### src/rtl/mux81_rr_arbiter_pkg.sv
// Shared constants for the 8-requester round-robin arbiter around the 8:1 mux.
package mux81_rr_arbiter_pkg;

    localparam int N                = 8;
    localparam int SEL_W            = 3;
    localparam int MAX_HOLD_DEFAULT = 4;
    localparam int CNT_W_DEFAULT    = 4;

    // Arbiter FSM encoding; kept as plain constants so older netlists compare cleanly.
    localparam logic [0:0] ST_IDLE  = 1'b0;
    localparam logic [0:0] ST_GRANT = 1'b1;

    // One-hot grant vector for a requester index.
    function automatic logic [N-1:0] onehot8(input logic [SEL_W-1:0] idx);
        logic [N-1:0] v;
        v      = '0;
        v[idx] = 1'b1;
        return v;
    endfunction

endpackage

### src/rtl/mux81.sv
// Structural 8:1 one-bit mux: three levels of 2:1 selection driven by sel bits 0..2.
module mux81
    import mux81_rr_arbiter_pkg::*;
(
    input  logic [SEL_W-1:0] sel,
    input  logic [N-1:0]     din,
    output logic             y
);

    logic [3:0] lvl1;
    logic [1:0] lvl2;

    assign lvl1[0] = sel[0] ? din[1] : din[0];
    assign lvl1[1] = sel[0] ? din[3] : din[2];
    assign lvl1[2] = sel[0] ? din[5] : din[4];
    assign lvl1[3] = sel[0] ? din[7] : din[6];

    assign lvl2[0] = sel[1] ? lvl1[1] : lvl1[0];
    assign lvl2[1] = sel[1] ? lvl1[3] : lvl1[2];

    assign y = sel[2] ? lvl2[1] : lvl2[0];

endmodule

### src/rtl/mux81_rr_arbiter_rr_pick8.sv
// Circular priority encoder: first set bit of mask scanning start, start+1, ... (7 wraps to 0).
module rr_pick8
    import mux81_rr_arbiter_pkg::*;
(
    input  logic [N-1:0]     mask,
    input  logic [SEL_W-1:0] start,
    output logic [SEL_W-1:0] idx,
    output logic             any
);

    logic [2*N-1:0] dbl;
    logic [N-1:0]   rot;
    logic [SEL_W-1:0] off;

    // Rotate the mask so that bit 'start' lands at position 0.
    assign dbl = {mask, mask} >> start;
    assign rot = dbl[N-1:0];
    assign any = |mask;

    // Lowest set bit of the rotated mask is the closest requester after start.
    always_comb begin
        off = '0;
        for (int k = N - 1; k >= 0; k--) begin
            if (rot[k]) begin
                off = SEL_W'(k);
            end
        end
    end

    assign idx = start + off;

endmodule

### src/rtl/mux81_rr_arbiter.sv
// Round-robin arbiter sharing one 8:1 mux among eight requesters, with a grant-hold limit.
//
//   state    | meaning
//   ---------+-----------------------------------------------------------
//   ST_IDLE  | no grant; gnt=0, sel keeps last grantee
//   ST_GRANT | requester sel owns the mux; hold_cnt counts cycles of ownership
module mux81_rr_arbiter
    import mux81_rr_arbiter_pkg::*;
#(
    parameter int MAX_HOLD = MAX_HOLD_DEFAULT,
    parameter int CNT_W    = CNT_W_DEFAULT
) (
    input  logic             clk,
    input  logic             rst,
    input  logic [N-1:0]     req,
    input  logic [N-1:0]     din,
    output logic [SEL_W-1:0] sel,
    output logic [N-1:0]     gnt,
    output logic             busy,
    output logic             dout,
    output logic             dout_vld
);

    localparam logic [CNT_W-1:0] HOLD_LIM = CNT_W'(MAX_HOLD);
    localparam logic [CNT_W-1:0] CNT_ONE  = CNT_W'(1);

    logic [0:0]       state, state_nxt;
    logic [SEL_W-1:0] ptr, ptr_nxt;
    logic [SEL_W-1:0] sel_nxt;
    logic [N-1:0]     gnt_nxt;
    logic [CNT_W-1:0] hold_cnt, hold_nxt;

    logic [N-1:0]     pick_mask;
    logic [SEL_W-1:0] pick_start;
    logic [SEL_W-1:0] pick_idx;
    logic             pick_any;
    logic             owner_req;
    logic             expired;
    logic             mux_y;

    // In IDLE gnt is zero and on release req[sel] is zero, so masking off the
    // current grantee is harmless there and is exactly what preemption needs.
    assign pick_mask  = req & ~gnt;
    assign pick_start = (state == ST_IDLE) ? ptr : sel + 3'd1;
    assign owner_req  = req[sel];
    assign expired    = (hold_cnt == HOLD_LIM);

    rr_pick8 u_pick (
        .mask  (pick_mask),
        .start (pick_start),
        .idx   (pick_idx),
        .any   (pick_any)
    );

    mux81 u_mux (
        .sel (sel),
        .din (din),
        .y   (mux_y)
    );

    // Next-state logic: grant from idle, release hand-off, hold-limit preemption.
    always_comb begin
        state_nxt = state;
        ptr_nxt   = ptr;
        sel_nxt   = sel;
        gnt_nxt   = gnt;
        hold_nxt  = hold_cnt;
        case (state)
            ST_IDLE: begin
                if (pick_any) begin
                    state_nxt = ST_GRANT;
                    sel_nxt   = pick_idx;
                    gnt_nxt   = onehot8(pick_idx);
                    hold_nxt  = CNT_ONE;
                end
            end
            ST_GRANT: begin
                if (!owner_req) begin
                    // Release takes precedence over expiry in the same cycle.
                    ptr_nxt = sel + 3'd1;
                    if (pick_any) begin
                        sel_nxt  = pick_idx;
                        gnt_nxt  = onehot8(pick_idx);
                        hold_nxt = CNT_ONE;
                    end else begin
                        state_nxt = ST_IDLE;
                        gnt_nxt   = '0;
                        hold_nxt  = '0;
                    end
                end else if (expired) begin
                    if (pick_any) begin
                        ptr_nxt  = sel + 3'd1;
                        sel_nxt  = pick_idx;
                        gnt_nxt  = onehot8(pick_idx);
                    end
                    // Either a new owner starts its window or the lone owner restarts.
                    hold_nxt = CNT_ONE;
                end else begin
                    hold_nxt = hold_cnt + 1'b1;
                end
            end
            default: begin
                state_nxt = ST_IDLE;
                gnt_nxt   = '0;
                hold_nxt  = '0;
            end
        endcase
    end

    // Arbiter state and registered grant outputs.
    always_ff @(posedge clk or posedge rst) begin
        if (rst) begin
            state    <= ST_IDLE;
            ptr      <= '0;
            sel      <= '0;
            gnt      <= '0;
            hold_cnt <= '0;
        end else begin
            state    <= state_nxt;
            ptr      <= ptr_nxt;
            sel      <= sel_nxt;
            gnt      <= gnt_nxt;
            hold_cnt <= hold_nxt;
        end
    end

    // Capture the mux output whenever a grant is active this cycle; hold it otherwise.
    always_ff @(posedge clk or posedge rst) begin
        if (rst) begin
            dout     <= 1'b0;
            dout_vld <= 1'b0;
        end else if (|gnt) begin
            dout     <= mux_y;
            dout_vld <= 1'b1;
        end else begin
            dout_vld <= 1'b0;
        end
    end

    assign busy = |gnt;

endmodule

### config.mk
export PLATFORM = sky130hd
export DESIGN_NAME = mux81_rr_arbiter
export DESIGN_NICKNAME = d
export VERILOG_FILES = /design/src/rtl/mux81_rr_arbiter_pkg.sv /design/src/rtl/mux81.sv /design/src/rtl/mux81_rr_arbiter_rr_pick8.sv /design/src/rtl/mux81_rr_arbiter.sv
export SDC_FILE = /design/constraint.sdc
export NUM_CORES = 1
export LEC_CHECK = 0
export CAP_MARGIN = 0
export CELL_PAD_IN_SITES_DETAIL_PLACEMENT = 0
export CELL_PAD_IN_SITES_GLOBAL_PLACEMENT = 2
export CORE_UTILIZATION = 40
export DETAILED_ROUTE_END_ITERATION = 6
export DONT_BUFFER_PORTS = 1
export GPL_TIMING_DRIVEN = 1
export PLACE_DENSITY_LB_ADDON = 0.1
export SYNTH_ARGS = -nofsm -noshare
export SYNTH_HDL_FRONTEND = slang
export SYNTH_HIERARCHICAL = 1
export SYNTH_SLANG_ARGS = --single-unit
### constraint.sdc
create_clock -name clk -period 4.2 [get_ports clk]
set_clock_uncertainty 0.05 [all_clocks]
set_input_delay 0.84 -clock clk [delete_from_list [all_inputs] [get_ports clk]]
set_output_delay 0.84 -clock clk [all_outputs]
set_load 0.02 [all_outputs]
After elaboration in Yosys (flattened, before gate mapping) --
Index checks and enable logic that the tools add are counted.
Word-level totals: register bits 21, input bits 18, output and inout bits 14, logic and storage cells 67
Operators by class: add/subtract/negate cells 3, $lt $le $gt $ge 3, eq/ne operators 5, shifts and indexed selects 1, muxes and demuxes 41, bitwise operators 3, reduce and logical (&&, ||, !) cells 4
Operators with widths (count):
- $mux W3 | 15
- $mux W8 | 4
- $pmux W8 S2 | 1
- $reduce_or A8 Y1 | 2
- $shr A16 B3 Y8 | 1
- $mux W1 | 13
- $mux W4 | 3
- $and A8 B8 Y8 | 1
- $lt A3 B4 Y1 const B | 2
- $not A8 Y8 | 1
- $pmux W4 S2 | 1
- $pmux W3 S2 | 1
- $add A4 B1 Y4 const B | 1
- $eq A4 B3 Y1 const B | 1
- $ne A2 B2 Y1 const B | 2
- $add A3 B1 Y3 const B | 1
- $add A3 B3 Y3 | 1
- $bmux W1 S3 | 1
- $demux W1 S3 | 1
- $ge A3 B1 Y1 const B | 1
- $ne A3 B2 Y1 const B | 1
- $reduce_and A3 Y1 | 1
- $ne A2 B1 Y1 const B | 1
- $pmux W1 S2 | 1
- other kinds (2) | 2

Longest topological paths before layout --
Gate-level depths: netlist (run 1).
depth after elaboration 20, gate-level depth with buffers 17, mapped depth without buffers 16

Cells and area by module --
Netlist (run 1), hierarchy kept.
Modules (own cells, without submodules):
- mux81_rr_arbiter | instances 1, cells an instance 109, area an instance 1187.4 um^2, sequential area each 525.5 um^2
- rr_pick8 | instances 1, cells an instance 50, area an instance 519.2 um^2, sequential area each 0.0 um^2
- mux81 | instances 1, cells an instance 3, area an instance 63.8 um^2, sequential area each 0.0 um^2

Worst setup path before layout (run 1) --
Ideal clock, no wire load.
kind reg2reg, start point reg state, end point reg gnt[0], arrival time 3.676 ns, setup slack 0.353 ns, stages on the path, launching flop included 17, clock period less this slack 3.847 ns, cell sequence dfrtp_1 -> clkbuf_1 -> inv_1 -> mux2i_1 -> buf_6 -> mux4_1 -> mux2i_1 -> o311ai_0 -> a21bo_2 -> a31oi_1 -> ha_1 -> inv_1 -> fa_1 -> xnor2_1 -> xnor2_1 -> a31oi_1 -> a32o_1
On the way: longest elaborated chain between the ends 19
Ends and longest elaborated chain:
- start, declared | RTL line mux81_rr_arbiter.sv:27 | logic [0:0] state, state_nxt;
- start signal, assigned | RTL line mux81_rr_arbiter.sv:119 | state <= state_nxt;
- $mux W3 * | RTL line mux81_rr_arbiter.sv:44 | assign pick_start = (state == ST_IDLE) ? ptr : sel + 3'd1;
- via pick_start[0] | RTL line mux81_rr_arbiter.sv:34 | logic [SEL_W-1:0] pick_start;
- $shr A16 B3 Y8 | RTL line mux81_rr_arbiter_rr_pick8.sv:16 | assign dbl = {mask, mask} >> start;
- $mux W3 (8 in a row) | RTL line mux81_rr_arbiter_rr_pick8.sv:24 | if (rot[k]) begin
- $add A3 B3 Y3 * | RTL line mux81_rr_arbiter_rr_pick8.sv:30 | assign idx = start + off;
- via pick_idx[2] | RTL line mux81_rr_arbiter.sv:35 | logic [SEL_W-1:0] pick_idx;
- $lt A3 B4 Y1 (not written as such) / $ge A3 B1 Y1 (equally long branches) | RTL line mux81_rr_arbiter_pkg.sv:17 | v[idx] = 1'b1;
- $logic_and A1 B1 Y1 (not written as such) | RTL line mux81_rr_arbiter_pkg.sv:17
- $mux W1 (not written as such) | RTL line mux81_rr_arbiter_pkg.sv:17
- $demux W1 S3 * | RTL line mux81_rr_arbiter_pkg.sv:17
- $mux W8 | RTL line mux81_rr_arbiter.sv:70, mux81_rr_arbiter.sv:91
- $mux W8 | RTL line mux81_rr_arbiter.sv:90 | end else if (expired) begin
- $mux W8 | RTL line mux81_rr_arbiter.sv:78 | if (!owner_req) begin
- $pmux W8 S2 * | RTL line mux81_rr_arbiter.sv:68 | case (state)
- end signal, assigned | RTL line mux81_rr_arbiter.sv:122 | gnt <= gnt_nxt;
- end, declared | RTL line mux81_rr_arbiter.sv:18 | output logic [N-1:0] gnt,
Mark *: on every way through the listed nets, which the timed path passes. The rest lies on a longest branch. The select of a mux whose other input is x is not followed. A chain may end at the register's enable or synchronous reset.

Worst setup path after layout (run 1) --
start point reg sel[0], end point reg gnt[7]
On the way: longest elaborated chain between the ends 20
Ends and longest elaborated chain:
- start, declared | RTL line mux81_rr_arbiter.sv:17 | output logic [SEL_W-1:0] sel,
- start signal, assigned | RTL line mux81_rr_arbiter.sv:121 | sel <= sel_nxt;
- $add A3 B1 Y3 * | RTL line mux81_rr_arbiter.sv:44
- $mux W3 * | RTL line mux81_rr_arbiter.sv:44
- via pick_start[1] | RTL line mux81_rr_arbiter.sv:34
- $shr A16 B3 Y8 | RTL line mux81_rr_arbiter_rr_pick8.sv:16
- $mux W3 (8 in a row) | RTL line mux81_rr_arbiter_rr_pick8.sv:24
- $add A3 B3 Y3 * | RTL line mux81_rr_arbiter_rr_pick8.sv:30
- via pick_idx[2] | RTL line mux81_rr_arbiter.sv:35
- $lt A3 B4 Y1 (not written as such) / $ge A3 B1 Y1 (equally long branches) | RTL line mux81_rr_arbiter_pkg.sv:17
- $logic_and A1 B1 Y1 (not written as such) | RTL line mux81_rr_arbiter_pkg.sv:17
- $mux W1 (not written as such) | RTL line mux81_rr_arbiter_pkg.sv:17
- $demux W1 S3 * | RTL line mux81_rr_arbiter_pkg.sv:17
- $mux W8 | RTL line mux81_rr_arbiter.sv:70, mux81_rr_arbiter.sv:91
- $mux W8 | RTL line mux81_rr_arbiter.sv:90
- $mux W8 | RTL line mux81_rr_arbiter.sv:78
- $pmux W8 S2 * | RTL line mux81_rr_arbiter.sv:68
Marked as above.

==> results.md, run 1 <==
- Critical-path cell list: ha_1 > mux2_2 > mux4_1 > mux2i_1 > o311ai_0 > a21bo_2 > a31oi_1 > ha_1 > inv_1 > fa_1 > xnor2_1 > xnor2_2 > o31a_1 > a32o_1
- Worst-path fanout max: 4
- Routed Antenna Nets: 0
- Worst setup SP type: register
- Most used cell, CP: ha_1
- Distinct cells, synth: 49
- Skew-Pair Late Insertion Delay: 0.25 ns
- Relative slew slack: 47.34%
- TritonRoute pass-1 iters: 4
- Min Tclk post-route: 3.911 ns
- Post-synth EDFFs: 0
- HPWL after detailed placement: 3.322 mm
- Vias/cell: 6.259
- Fin. Hold Viols: 0
- Fmax achieved: 255.7 MHz
- Post-CTS Resized: 0
- Post-Route WL: 4.147 mm
- Synth warn: 6
- Antenna fix cells: 0
- Mean Syn Cell Area: 10.93 µm²
- CTS HTree Levels: 1
- Die span in x: 68.53 µm
- Total CTS buffers: 3
- Global route overflow: 0
- Arr. time, crit path: 4.05 ns
- First-pass GRT wire length: 6.637 mm
- Max_cap viols: 0
- Vias in the first global route: 1272
- Clock buffer depth: 2
- Fin util: 46.18%
- Mapped Cells: 162
- Global-route usage over all layers: 19.75%
- Critical path capture point type: register
- Post-Syn Nets: 185
- Starting Density: 43.02%
- IO Pins: 32
- Via count: 1352
- Clk sinks: 21
- Top FF cell, synth: dfrtp_1
- Share of cells above drive strength 1: 16.87%
- GRT met1 Usage: 26.54%
- Final non-filler cell total: 216
- Delay-heaviest family, CP: compound AO/OA/AOI/OAI gates
- Routed len/inst: 19.20 µm
- Post-CTS Setup Bufs: 0
- TritonCTS clock tree: built
- Clk pin slew, worst setup/hold paths: 0.07 ns
- Worst slew pin tran: 0.7891 ns
- Nets@finish: 190
- Crit path buffers/inverters: 1
- Synthesized cell area: 1770 µm²
- Register area share after synthesis: 29.68%
- Asr flop ratio synth: 100.0%
- Setup TNS: 0 ns
- PortBufs: 0
- Top cells by count, synth: dfrtp_1, inv_1, mux2i_1, nor2b_1, nand2_1
- GR peak layer: met2
- Outcome: completed
- Crit path max-delay cell type: mux4_1
- Largest area contributor in the netlist: dfrtp_1
- DRC: 0
- Min-Delay Path Class: register to register
- Worst Path Class, Setup: register to register
- Synth area leaders: dfrtp_1, mux4_1, mux2i_1, a32o_1, mux2_2
- Most common cell in the netlist: dfrtp_1
- GPL Wtd Cong: 0.7684
- Initial antenna violation count: 0
- M3 GR Usage: 4.112%
- Placed cells: 212
- Core area: 4115 µm²
- Synth top area share: 29.68%
- Worst EP required: 4.34 ns
- Clock root buffer master: clkbuf_8
- Chip height: 68.53 µm
- Std cell rows: 23
- Area grow syn2layout: 7.350%
- Crit share post-route: 93.11%
- Initial DRC Count: 51
- RSZ-0062 raised after global routing: false
- Largest net degree at the start of global routing: 22
- Max incr delay on CP: 0.48 ns
- Met2 Resource Use GR: 31.62%
- FF+latch count, synth: 21
- Die ar.: 4696 µm²
- Count of final setup violators: 0
- Pins Over Slew Limit: 0
- Hold Buf Count CTS: 0
-- sequential cells by signal (all words and copies together) (netlist names) --
name	cells
ptr	3
dout_vld	1
state	1
gnt	8
sel	3
hold_cnt	4
dout	1
-- area by class of cell --
cell class / instances / area (µm²)
fillers: 393 / 2215
multi-input cells: 123 / 1177
flip-flops and latches: 21 / 525.5
well taps: 50 / 62.56
clock buffers: 4 / 45.04
repair buffers: 6 / 45.04
inverters: 12 / 45.04
-- layer usage --
metal,part of all wire (%),routed length [µm]
met4,1.3,53
met3,3.1,130
met1,46,1909
met2,50,2053
met5,0,0
-- stage by stage --
stage                     area (µm²)  hold WS (ns)  setup WS [ns]
after floorplan                 1770        0.4267         0.3525
after global placement          1842        0.4406         0.2562
after detailed placement        1842        0.4531         0.1142
after CTS                       1887        0.4699         0.1944
after global routing            1901        0.5014        0.01046
final                           1901        0.4689         0.2892
-- path summary, 6_finish.rpt --
check	start	to	slack [ns]	cells past startpoint
worst max-delay path	sel[0]	gnt[7]	0.29	14
worst min-delay path	ptr[1]	ptr[1]	0.47	1
worst max register to register	sel[0]	gnt[7]	0.29	14
worst min register to register	ptr[1]	ptr[1]	0.47	1
max in group asynchronous	rst	sel[2]	3.04	1
min in group asynchronous	rst	gnt[3]	0.57	1
-- cell usage in the layout, fill, tap and decap left out, drive strengths merged, types with 2 or more instances in the layout --
cell type,count
a22oi,2
a41oi,2
a32o,9
dfrtp,21
o21ai,2
nor3b,2
nor2,9
xnor2,2
o31a,2
mux2,12
clkbuf,4
mux2i,11
buf,6
ha,4
and2,3
nor2b,11
mux4,9
o211ai,2
nand4,2
nand3,2
inv,12
a31oi,3
o311ai,2
a22o,2
nor4,4
nand2,10
-- kinds of logic after synthesis --
| group | after synthesis | synth area share [%] |
|---|---|---|
| compound gates | 35 | 17.81 |
| xor+xnor | 3 | 1.484 |
| fa+ha+maj | 5 | 3.958 |
| buf+inv | 18 | 4.593 |
| flops | 21 | 29.68 |
| mux | 32 | 28.06 |
| simple gates | 48 | 14.42 |
Power of run 1 is not shown: default switching activity piles up to over one toggle a cycle in this logic, so the estimate is an artifact.
==> inputs of run 2 (changes only) <==
==> constraint.sdc (replaced) <==
create_clock -name clk -period 4.2 [get_ports clk]
set_clock_uncertainty 0.05 [all_clocks]
set_input_delay 0.84 -clock clk [delete_from_list [all_inputs] [get_ports clk]]
set_output_delay 0.84 -clock clk [all_outputs]
set_load 0.1 [all_outputs]
==> run 2 against run 1 <==
Compared with the run above:
- utilization up 3.2 points
- non-clock buffer count up 17
- first-iteration DRC count up 45%
- clock-buffer cell count down 1
- hold slack worse by 0.00051 ns
- critical endpoint unchanged
- largest cell class unchanged
==> results.md, run 2 (synthesis gave the netlist of run 1 again) <==
- RSZ-0062 raised after global routing: false
- Delay-heaviest family, CP: compound AO/OA/AOI/OAI gates
- Arr. time, crit path: 4.05 ns (about the same)
- Most frequent cells in the layout: buf_4, dfrtp_1, inv_1
- Chip height: 68.53 µm (unchanged)
- Nets@finish: 207 (+8.9%)
- Std cell rows: 23 (unchanged)
- Most common cell after layout, fill and taps aside: buf_4
- Die span in x: 68.53 µm (unchanged)
- Fmax achieved: 255.8 MHz (about the same)
- Top reg by flops: gnt
- HPWL after detailed placement: 3.398 mm (+2.3%)
- Antenna fix cells: 0 (unchanged)
- Worst-path fanout max: 4 (unchanged)
- Critical path capture point type: register
- Min Tclk post-route: 3.909 ns (-0.001362 ns)
- Vias in the first global route: 1407 (+11%)
- Max reg flops: 8 (unchanged)
- Pins Over Slew Limit: 0 (unchanged)
- Most used cell, CP: ha_1
- Share of cells above drive strength 1: 26.23% (+9.4 points)
- PortBufs: 0 (unchanged)
- First-pass GRT wire length: 6.706 mm (+1.0%)
- Min-Delay Path Class: register to register
- Routed len/inst: 18.13 µm (-5.6%)
- Skew-Pair Late Insertion Delay: 0.25 ns (about the same)
- Post-Route WL: 4.224 mm (+1.9%)
- Die ar.: 4696 µm² (unchanged)
- Total CTS buffers: 3 (unchanged)
- Initial antenna violation count: 0 (unchanged)
- Relative slew slack: 32.55% (-15 points)
- Clock buffer depth: 2 (unchanged)
- TritonCTS clock tree: built
- IO Pins: 32 (unchanged)
- Crit path max-delay cell type: mux4_1
- Reg2reg setup slack: 0.29 ns (about the same)
- Outcome: completed
- Largest net degree at the start of global routing: 22 (unchanged)
- Max_cap viols: 0 (unchanged)
- Worst Path Class, Setup: register to register
- Crit path buffers/inverters: 1 (unchanged)
- Worst EP required: 4.35 ns (about the same)
- Worst slew pin tran: 1.009 ns (+0.2202 ns)
- Clk sinks: 21 (unchanged)
- FILL cells: 396 (+0.76%)
- DRC: 0 (unchanged)
- Setup TNS: 0 ns (unchanged)
- Routed Antenna Nets: 0 (unchanged)
- TritonRoute pass-1 iters: 4 (unchanged)
- Fin. Hold Viols: 0 (unchanged)
- Global route overflow: 0 (unchanged)
- CTS HTree Levels: 1 (unchanged)
- GPL Wtd Cong: 0.8422 (+9.6%)
- Crit share post-route: 93.08% (about the same)
- Clock root buffer master: clkbuf_8
- Via count: 1396 (+3.3%)
- Largest regs: gnt (8), hold_cnt (4)
- Clk pin slew, worst setup/hold paths: 0.07 ns (about the same)
- Vias/cell: 5.991 (-4.3%)
- Initial DRC Count: 74 (+45%)
- Worst setup SP type: register
- Critical-path cell list: ha_1 > mux2_2 > mux4_1 > mux2i_1 > o311ai_0 > a21bo_2 > a31oi_1 > ha_1 > inv_1 > fa_1 > xnor2_1 > xnor2_2 > o31a_1 > a32o_1
- Global-route usage over all layers: 19.65% (-0.10 points)
- Area grow syn2layout: 14.77%
- Starting Density: 43.02% (unchanged)
- Max incr delay on CP: 0.48 ns (about the same)
- Count of final setup violators: 0 (unchanged)
- Core area: 4115 µm² (unchanged)
run 2: cell types whose count changed in the layout (fill, tap and decap cells not counted), sizes merged:
cell / delta
buf: +17
clkbuf: -1
clkinv: +1
run 2: path summary, 6_finish.rpt:
path | startpoint | endpoint | cells past startpoint
max in group asynchronous | rst | sel[0] | 1
setup / recovery | sel[0] | gnt[7] | 14
min in group asynchronous | rst | hold_cnt[0] | 1
hold reg to reg | ptr[1] | ptr[1] | 1
setup reg to reg | sel[0] | gnt[7] | 14
hold / removal | ptr[1] | ptr[1] | 1
run 2: layer usage:
metal / up-vias / global-route usage [%] / routed length [µm]
li1: 678 / - / -
met1: 697 / 26.06 / 1940
met2: 17 / 33.33 / 2135
met3: 4 / 3.454 / 120
met4: 0 / 4.167 / 27
met5: - / 0 / 0
run 2: what timing repair did:
item                                    4_1_cts  5_1_grt
resized for setup                             0        2
setup buffers                                 0        0
hold buffers                                  0        0
endpoints found under the setup margin        0        3
run 2: worst reg2reg max path: stages, from the launching register on:
cell and delay (ns):
dfrtp_2 0.44, ha_1 0.31, mux2_2 0.30, mux4_1 0.48, mux2i_1 0.24, o311ai_0 0.19, a21bo_2 0.24, a31oi_1 0.19
ha_1 0.17, inv_1 0.05, fa_1 0.37, xnor2_1 0.23, xnor2_2 0.18, o31a_1 0.27, a32o_1 0.15
run 2: area by class of cell:
class	count	area (µm²)	area share (%)
inverters	12	45.04	2.217
clock inverters	1	5.005	0.2463
well taps	50	62.56	3.079
clock buffers	3	41.29	2.032
flip-flops and latches	21	528.0	25.99
repair buffers	23	172.7	8.498
multi-input cells	123	1177	57.94
run 2: metrics by stage:
step / hold WS (ns) / setup WS [ns] / util (%) / instance area, µm² / std cells
CTS: 0.4714 / 0.1728 / 49.04 / 2018 / 233
finish: 0.4683 / 0.2905 / 49.38 / 2032 / 233
floorplan: 0.4267 / 0.2508 / - / 1773 / 162
detailed placement: 0.4537 / 0.1944 / 47.92 / 1972 / 229
global route: 0.4968 / 0.07389 / 49.38 / 2032 / 233
global placement: 0.4430 / 0.1850 / 47.92 / 1972 / 229
Power of run 2 is left out for the same reason.
